==> src/rtl/cell_seq_ctrl.sv <==
// cell_seq_ctrl
// Sequences BeeF cell-level ops against the working register and the data
// memory. INC/DEC complete in the accept cycle. MVR/MVL write a dirty working
// register back, step the data pointer and reload the working register from
// the new cell. FLUSH only writes back. Fetch is stalled through busy while
// a memory sequence is in flight.
//
//   state  | meaning
//   -------+---------------------------------------------------------------
//   INIT   | load the working register from mem[ptr] after reset
//   IDLE   | accept ops; INC/DEC/NOP finish here without leaving
//   WB     | write the dirty working register back to mem[ptr]
//   RD     | read mem[ptr] into the working register
module cell_seq_ctrl #(
    parameter int ADDR_W = 8,
    parameter int DATA_W = 8
) (
    input  logic              i_clk,
    input  logic              i_rst_n,
    input  logic              i_op_valid,
    input  logic [2:0]        i_op_code,
    output logic              o_busy,
    output logic              o_op_done,
    input  logic [DATA_W-1:0] i_reg_value,
    output logic              o_reg_we,
    output logic              o_reg_src,
    output logic              o_mem_req,
    output logic              o_mem_we,
    output logic [ADDR_W-1:0] o_mem_addr,
    output logic [DATA_W-1:0] o_mem_wdata,
    input  logic [DATA_W-1:0] i_mem_rdata,
    input  logic              i_mem_ack,
    output logic [ADDR_W-1:0] o_ptr,
    output logic              o_dirty
);

    typedef enum logic [1:0] {
        S_INIT = 2'd0,
        S_IDLE = 2'd1,
        S_WB   = 2'd2,
        S_RD   = 2'd3
    } state_t;

    localparam logic [2:0] OP_INC   = 3'b001;
    localparam logic [2:0] OP_DEC   = 3'b010;
    localparam logic [2:0] OP_MVR   = 3'b011;
    localparam logic [2:0] OP_MVL   = 3'b100;
    localparam logic [2:0] OP_FLUSH = 3'b101;

    localparam logic [ADDR_W-1:0] PTR_ONE = ADDR_W'(1);

    state_t            r_state;
    logic [ADDR_W-1:0] r_ptr;
    logic              r_dirty;
    logic              r_move;     // latched op: 1 = MVR/MVL, 0 = FLUSH
    logic              r_dir_up;   // latched direction: 1 = MVR, 0 = MVL

    logic              w_accept;
    logic              w_ack;
    logic              w_is_inc;
    logic              w_is_dec;
    logic              w_is_mvr;
    logic              w_is_mvl;
    logic              w_is_move;
    logic              w_is_flush;
    logic [ADDR_W-1:0] w_ptr_inc;
    logic [ADDR_W-1:0] w_ptr_dec;
    logic              w_unused_rdata;

    // Read data goes straight to the external source mux; the sequencer never looks at it.
    assign w_unused_rdata = ^i_mem_rdata;

    // Ops and acks are ignored in a reset cycle so a late ack cannot load the register.
    assign w_accept   = i_rst_n & i_op_valid & (r_state == S_IDLE);
    assign w_ack      = i_rst_n & i_mem_ack & o_mem_req;

    assign w_is_inc   = (i_op_code == OP_INC);
    assign w_is_dec   = (i_op_code == OP_DEC);
    assign w_is_mvr   = (i_op_code == OP_MVR);
    assign w_is_mvl   = (i_op_code == OP_MVL);
    assign w_is_move  = w_is_mvr | w_is_mvl;
    assign w_is_flush = (i_op_code == OP_FLUSH);

    assign w_ptr_inc  = r_ptr + PTR_ONE;
    assign w_ptr_dec  = r_ptr - PTR_ONE;

    // busy and the memory port come from registered state only, so no ack-to-busy path.
    assign o_busy      = (r_state != S_IDLE);
    assign o_mem_req   = (r_state != S_IDLE);
    assign o_mem_we    = (r_state == S_WB);
    assign o_mem_addr  = r_ptr;
    // The working register cannot change during WB (reg_we is low there), so wdata stays stable.
    assign o_mem_wdata = i_reg_value;
    assign o_ptr       = r_ptr;
    assign o_dirty     = r_dirty;

    // Register-write strobes and completion pulse for the accept cycle and the ack cycle.
    always_comb begin
        o_reg_we  = 1'b0;
        o_reg_src = 1'b0;
        o_op_done = 1'b0;
        if (w_accept) begin
            if (w_is_inc | w_is_dec) begin
                o_reg_we  = 1'b1;
                o_op_done = 1'b1;
            end else if (w_is_flush) begin
                o_op_done = ~r_dirty;
            end else if (!w_is_move) begin
                o_op_done = 1'b1;
            end
        end
        if (w_ack) begin
            case (r_state)
                S_INIT: begin
                    o_reg_we  = 1'b1;
                    o_reg_src = 1'b1;
                end
                S_WB: o_op_done = ~r_move;
                S_RD: begin
                    o_reg_we  = 1'b1;
                    o_reg_src = 1'b1;
                    o_op_done = 1'b1;
                end
                default: ;
            endcase
        end
    end

    // Sequencer state, data pointer, dirty flag and the latched move op.
    always_ff @(posedge i_clk) begin
        if (!i_rst_n) begin
            r_state  <= S_INIT;
            r_ptr    <= '0;
            r_dirty  <= 1'b0;
            r_move   <= 1'b0;
            r_dir_up <= 1'b0;
        end else begin
            case (r_state)
                S_INIT: begin
                    if (i_mem_ack) r_state <= S_IDLE;
                end
                S_IDLE: begin
                    if (i_op_valid) begin
                        if (w_is_inc | w_is_dec) begin
                            r_dirty <= 1'b1;
                        end else if (w_is_move) begin
                            r_move   <= 1'b1;
                            r_dir_up <= w_is_mvr;
                            if (r_dirty) begin
                                r_state <= S_WB;
                            end else begin
                                r_ptr   <= w_is_mvr ? w_ptr_inc : w_ptr_dec;
                                r_state <= S_RD;
                            end
                        end else if (w_is_flush) begin
                            r_move <= 1'b0;
                            if (r_dirty) r_state <= S_WB;
                        end
                    end
                end
                S_WB: begin
                    if (i_mem_ack) begin
                        r_dirty <= 1'b0;
                        if (r_move) begin
                            r_ptr   <= r_dir_up ? w_ptr_inc : w_ptr_dec;
                            r_state <= S_RD;
                        end else begin
                            r_state <= S_IDLE;
                        end
                    end
                end
                S_RD: begin
                    if (i_mem_ack) r_state <= S_IDLE;
                end
                default: r_state <= S_INIT;
            endcase
        end
    end

endmodule

==> config.mk <==
export PLATFORM = sky130hd
export DESIGN_NAME = cell_seq_ctrl
export DESIGN_NICKNAME = d
export VERILOG_FILES = /design/src/rtl/cell_seq_ctrl.sv
export SDC_FILE = /design/constraint.sdc
export NUM_CORES = 1
export LEC_CHECK = 0
export CORE_MARGIN = 8
export CORE_UTILIZATION = 40
export DETAILED_ROUTE_END_ITERATION = 10
export PLACE_DENSITY = 0.83
export SYNTH_ARGS = -nofsm -noshare
export SYNTH_HDL_FRONTEND = slang
export SYNTH_SLANG_ARGS = --single-unit
==> constraint.sdc <==
create_clock -name i_clk -period 2.9 [get_ports i_clk]
set_clock_uncertainty 0.2 [all_clocks]
set_input_delay 0.29 -clock i_clk [delete_from_list [all_inputs] [get_ports i_clk]]
set_output_delay 0.29 -clock i_clk [all_outputs]
set_load 0.02 [all_outputs]
==> results.cfg <==
[status]
outcome = completed

[floorplan]
num_rows = 19
die_height_um = 67.93
starting_density_of_the_core = 0.4051
coreArea_um2 = 2663
die_area_um2 = 4614
pin_count = 54
horizontal_extent_of_the_die_um = 67.93

[sta]
max_freq_mhz = 365.5
final_period_minus_worst_setup_slack_ps = 2736
hold_violations = 0
setup_violations = 0
final.setup.tns_ps = 0
fin_ws_ps = 163.7
period_share = 0.9436
worstMarginPinSlew_ps = 608.4
grt_setup_unrepaired = no
slew_violations = 0
slew-limit-headroom = 0.5920

[drt]
drc = 0
first_iter_violations = 38
vias = 1010
drt-pass1-iter-count = 4
wl_mm = 2.595
drt-vias-per-instance = 5.459
final_antenna_net_count = 0
post_drt_wl_per_cell_um = 14.03

[setup_path]
cp_data_arrival_time_ps = 2250
required_ps = 2410
cp_top_family = buffers and inverters
worst-r2r-cell-count = 6
critical_path.cell_chain = inv_1 > ha_1 > nand2_1 > nor3_1 > a21o_1 > clkdlybuf4s50_1
ff2ff_setup_slack_ps = 610
worstSetupEndpointType = output port
critical_path.slowest_cell = sky130_fd_sc_hd__clkdlybuf4s50_1
cp_num_buf_inv = 2
peak_per_stage_delay_on_the_critical_path_ps = 590
criticalPathCategory = register to output port
crit_path_max_fanout = 7
critical_path_depth = 6
worstSetupStartpointType = register

[finish]
fillerInstances = 262
final_common_cell = sky130_fd_sc_hd__clkdlybuf4s50_1
multiInputGateArea_um2 = 634.4
nets = 183
syn2layout_area_growth_pct = 20.42
final-seq-area_um2 = 260.3
num_antenna_cells = 0
share_of_layout_cells_above_drive_strength_1 = 0.05844
final_cell_mix = sky130_fd_sc_hd__clkdlybuf4s50_1 (29), sky130_fd_sc_hd__dfxtp_1 (13), sky130_fd_sc_hd__nand2_1 (11)

[clock_tree]
cts-hold-fix-buffers = 0
cts_max_path_buffers = 2
cts.repair.resized = 0
h-tree-depth = 1
cts_sinks = 13
post_cts.repair.setup_buffers = 0
worst_skew_pair.late_latency_ps = 280
ctsRootBufferMaster = sky130_fd_sc_hd__clkbuf_4
clock_tree_from_tritoncts = yes
clk_pin_slew_worst_paths_ps = 90
numCtsBuffers = 3

[logic_synthesis]
synth_top_cell_by_area = sky130_fd_sc_hd__dfxtp_1
synth_area_leaders = sky130_fd_sc_hd__dfxtp_1 (24%), sky130_fd_sc_hd__buf_4 (12%), sky130_fd_sc_hd__ha_1 (5.8%), sky130_fd_sc_hd__mux2i_1 (5.6%), sky130_fd_sc_hd__nand3_1 (4.6%)
postSynthRegisterBits = 13
ys_types = 35
syn-instance-count = 140
yosysTopAreaCellShare = 0.2413
post_synth.cell_area_avg_um2 = 7.704
sequential_fraction_of_the_synthesis_area = 0.2413
synth.net_count = 168
synth_area_um2 = 1079
yosys_warnings = 0

[hold_path]
timing.hold.worst.class = register to register
hold_depth = 2

[power_and_ir_drop]
ir_worst_vdd_uv = 380.4
pwr_density_cell_nw_per_um2 = 804.4
p_leak_nw = 0.4880

[placement]
buffers_on_ports = 29
gp_routability_congestion = 0.8382
pre_cts_slack_ps = 222.0
detailed_place_hpwl_mm = 1.915

[grt]
maximum_number_of_pins_on_one_net_before_global_route_repair = 12
antenna_found_initial = 0
first_global_vias = 1010
grt_pass1_wl_mm = 4.409
grtUsageTotal = 0.1196
grt_remaining_overflow = 0

[flow_run]
drv.max_cap_violation_count = 0
## metrics by stage
stage | std cells | power, W | cell area [µm²] | hold slack (ps) | util
after floorplan | 140 | 0.0007436 | 1079 | 204.3 | -
after global placement | 181 | 0.0009009 | 1272 | 267.8 | 0.4779
after detailed placement | 181 | 0.0009214 | 1272 | 286.3 | 0.4779
after CTS | 185 | 0.001048 | 1299 | 293.0 | 0.4878
after global routing | 185 | 0.001131 | 1299 | 353.7 | 0.4878
final | 185 | 0.001045 | 1299 | 291.0 | 0.4878
## path summary, 6_finish.rpt
kind,endpoint,from
worst max register to register,o_mem_addr[5],r_state[0]
worst max-delay path,o_reg_we,r_state[1]
worst min register to register,o_mem_addr[7],o_mem_addr[7]
worst min-delay path,o_mem_addr[7],o_mem_addr[7]
## state kept, by name, summed over array words and instances (netlist names)
| register | count |
|---|---|
| r_move | 1 |
| r_dir_up | 1 |
| o_dirty | 1 |
| o_mem_addr | 8 |
| r_state | 2 |
## worst reg2reg max path: stages (launching register included)
cell and delay (ps):
sky130_fd_sc_hd__dfxtp_1 380, sky130_fd_sc_hd__inv_1 80, sky130_fd_sc_hd__ha_1 310, sky130_fd_sc_hd__o31a_1 370, sky130_fd_sc_hd__or4_1 480, sky130_fd_sc_hd__a21oi_1 210, sky130_fd_sc_hd__mux2i_1 200
## synth_stat cells
library cell / number
sky130_fd_sc_hd__o211ai_4: 1
sky130_fd_sc_hd__inv_1: 9
sky130_fd_sc_hd__a2bb2oi_1: 1
sky130_fd_sc_hd__nand2b_1: 5
sky130_fd_sc_hd__o31a_1: 1
sky130_fd_sc_hd__buf_4: 17
sky130_fd_sc_hd__or4b_1: 1
sky130_fd_sc_hd__a21oi_1: 9
sky130_fd_sc_hd__nand3_1: 10
sky130_fd_sc_hd__buf_6: 1
sky130_fd_sc_hd__clkbuf_1: 3
sky130_fd_sc_hd__o31ai_1: 3
sky130_fd_sc_hd__a311oi_1: 1
sky130_fd_sc_hd__and2b_2: 1
sky130_fd_sc_hd__dfxtp_1: 13
sky130_fd_sc_hd__xnor2_1: 3
sky130_fd_sc_hd__a21o_1: 1
sky130_fd_sc_hd__o22ai_1: 1
sky130_fd_sc_hd__mux2i_1: 6
sky130_fd_sc_hd__nor2_1: 10
sky130_fd_sc_hd__nor4_1: 1
sky130_fd_sc_hd__a31oi_1: 1
sky130_fd_sc_hd__o31ai_2: 1
sky130_fd_sc_hd__or3_1: 1
sky130_fd_sc_hd__ha_1: 5
sky130_fd_sc_hd__nand4_1: 3
sky130_fd_sc_hd__and3_1: 2
sky130_fd_sc_hd__nand2_1: 11
sky130_fd_sc_hd__or4_1: 3
sky130_fd_sc_hd__a211oi_1: 1
sky130_fd_sc_hd__o21ai_0: 8
sky130_fd_sc_hd__o311ai_2: 1
sky130_fd_sc_hd__o21a_1: 1
sky130_fd_sc_hd__nor3_1: 3
sky130_fd_sc_hd__nor2b_1: 1
## where the power goes
group / internal (W) / leakage, nW / switching [W]
Clock: 0.0000535 / 0.0150 / 0.0000682
Combinational: 0.000290 / 0.367 / 0.000349
Sequential: 0.000221 / 0.106 / 0.0000622
Total: 0.000565 / 0.488 / 0.000479
## metal layers
metal	GRT usage	routed length, µm
met4	0.05371	55
met2	0.2110	1284
met1	0.1313	1090
met3	0.03110	164
met5	0	0
## logic make-up after synthesis
| group | synth area share |
|---|---|
| buffers and inverters | 0.1705 |
| muxes | 0.05569 |
| adders and majority gates | 0.05800 |
| xor gates and xnor gates | 0.02437 |
| AOI/OAI and AO/OA | 0.2030 |
| and+or+nand+nor | 0.2471 |
| DFF | 0.2413 |
## final cells by class
class | instances | share of cell area
Multi-Input combinational cell | 97 | 0.4884
Timing Repair Buffer | 31 | 0.2351
Clock buffer | 4 | 0.02023
Sequential cell | 13 | 0.2004
Inverter | 9 | 0.02601
Tap cell | 31 | 0.02987
(Power assumes the default switching activity.)
==> patch, RTL diff (same settings) <==
Set the parameter `ADDR_W` to 7 (it was 8).
--- a/src/rtl/cell_seq_ctrl.sv
+++ b/src/rtl/cell_seq_ctrl.sv
@@ -14,3 +14,3 @@
 module cell_seq_ctrl #(
-    parameter int ADDR_W = 8,
+    parameter int ADDR_W = 7,
     parameter int DATA_W = 8
Ports: changed (resized o_mem_addr and o_ptr); port bits go from 54 to 52. The function was not compared with the original's and may differ.
==> patch against the original RTL <==
Total power is 0.11% lower; cell count is 7.6% lower; wire length is 6.3% lower; maximum frequency is 2.3% higher; area after synthesis is 6.0% lower; critical path depth is 1 higher; register-to-register slack hardly changed; final area is 4.8% lower; setup slack better by 0.062 ns; count of clock-buffer cells in the layout stayed put; sequential cell count is 1 lower.
==> patch: results <==
final_layout:
  signal_buffers: 28
  comb.multi_input.count: 88
  largest_reg_flops: 7
  buffer_area_frac: 0.225
  inverters_excl_clock: 9
  multi_input_area_share: 0.494
  seqCellArea_sq_um: 240
  nets: 170
cts:
  clk_pin_slew_ns: 0.08
  clock-sinks: 12
  cts_buffers: 3
  cts_resized: 0
place:
  routabilityCongestion: 0.886
  port_buffers: 27
  dp_hpwl_microns: 1950
yosys:
  ys_seq_area_frac: 0.237
  synth_commonest_cells: "buf_4 (16), dfxtp_1 (12), nand2_1 (11)"
  synthAdderAreaFrac: 0.0617
  synthXorXnorAreaFrac: 0.0259
  synth.area.top_cells: "dfxtp_1 (24%), buf_4 (12%), ha_1 (6.2%), mux2i_1 (5.9%), a21oi_1 (4.9%)"
  syn_nets: 155
  postSynthCellCount: 127
  synth.area.mux_share: 0.0593
  ys_types: 38
critical_path:
  crit_path_top_delay_cell: "clkdlybuf4s50_1"
  cp-startpoint: "r_state[0]$_SDFFE_PN0P_"
  crit_path_end: "o_op_done"
  worst_r2r_endpoint: "o_mem_addr[4]$_SDFFE_PN0P_"
  critPathMaxFanout: 9
grt:
  grt_use_total: 0.109
  gr-usage-met1: 0.0962
  grt_pass1_wl_microns: 3770
  met3_usage: 0.0458
  grt_max_degree: 11
  grt_use_met2: 0.206
  grt_pass1_vias: 897
detailed_routing:
  route.met2.wl_microns: 1240
  num_vias: 911
  drt_iter0_markers: 45
  wl_per_cell_microns: 14.2
  viasPerCell: 5.33
power:
  ir_drop_uv: 510
  p_sw_frac: 0.442
  leakage_nw: 0.491
min_path:
  worstHoldEndpoint: "r_state[1]$_SDFFE_PN0P_"
  hold_start: "r_state[1]$_SDFFE_PN0P_"
sta:
  slew_headroom: 0.763
status:
  outcome: "complete, no violations"
patch: cell types whose count changed in the layout (fill, tap and decap cells not counted), moves of 2 or more:
| cell | delta |
|---|---|
| nor3b_1 | +2 |
| or4_1 | -2 |
| nor3_1 | -2 |
| o31ai_1 | -3 |
| nand3_1 | -7 |
| clkdlybuf4s50_1 | -2 |
| nor2_1 | -3 |
patch: per-stage QoR:
stage	instance area, sq um	util	hold WS [ns]	setup slack, ns	total power, W
final	1240	0.508	0.303	0.226	0.00104
after global routing	1240	0.508	0.343	0.0729	0.00112
after CTS	1240	0.508	0.310	0.198	0.00106
after detailed placement	1200	0.493	0.294	0.291	0.000915
after global placement	1200	0.493	0.272	0.297	0.000888
after floorplan	1010	-	0.199	0.742	0.000731
patch: power groups by stage:
stage                     Combinational [W]  Clock, W  Sequential [W]
final                              0.000644  0.000137        0.000262
after global routing               0.000703  0.000147        0.000268
after CTS                          0.000651  0.000142        0.000262
after detailed placement           0.000648         0        0.000267
after global placement             0.000627         0        0.000260
after floorplan                    0.000448         0        0.000284
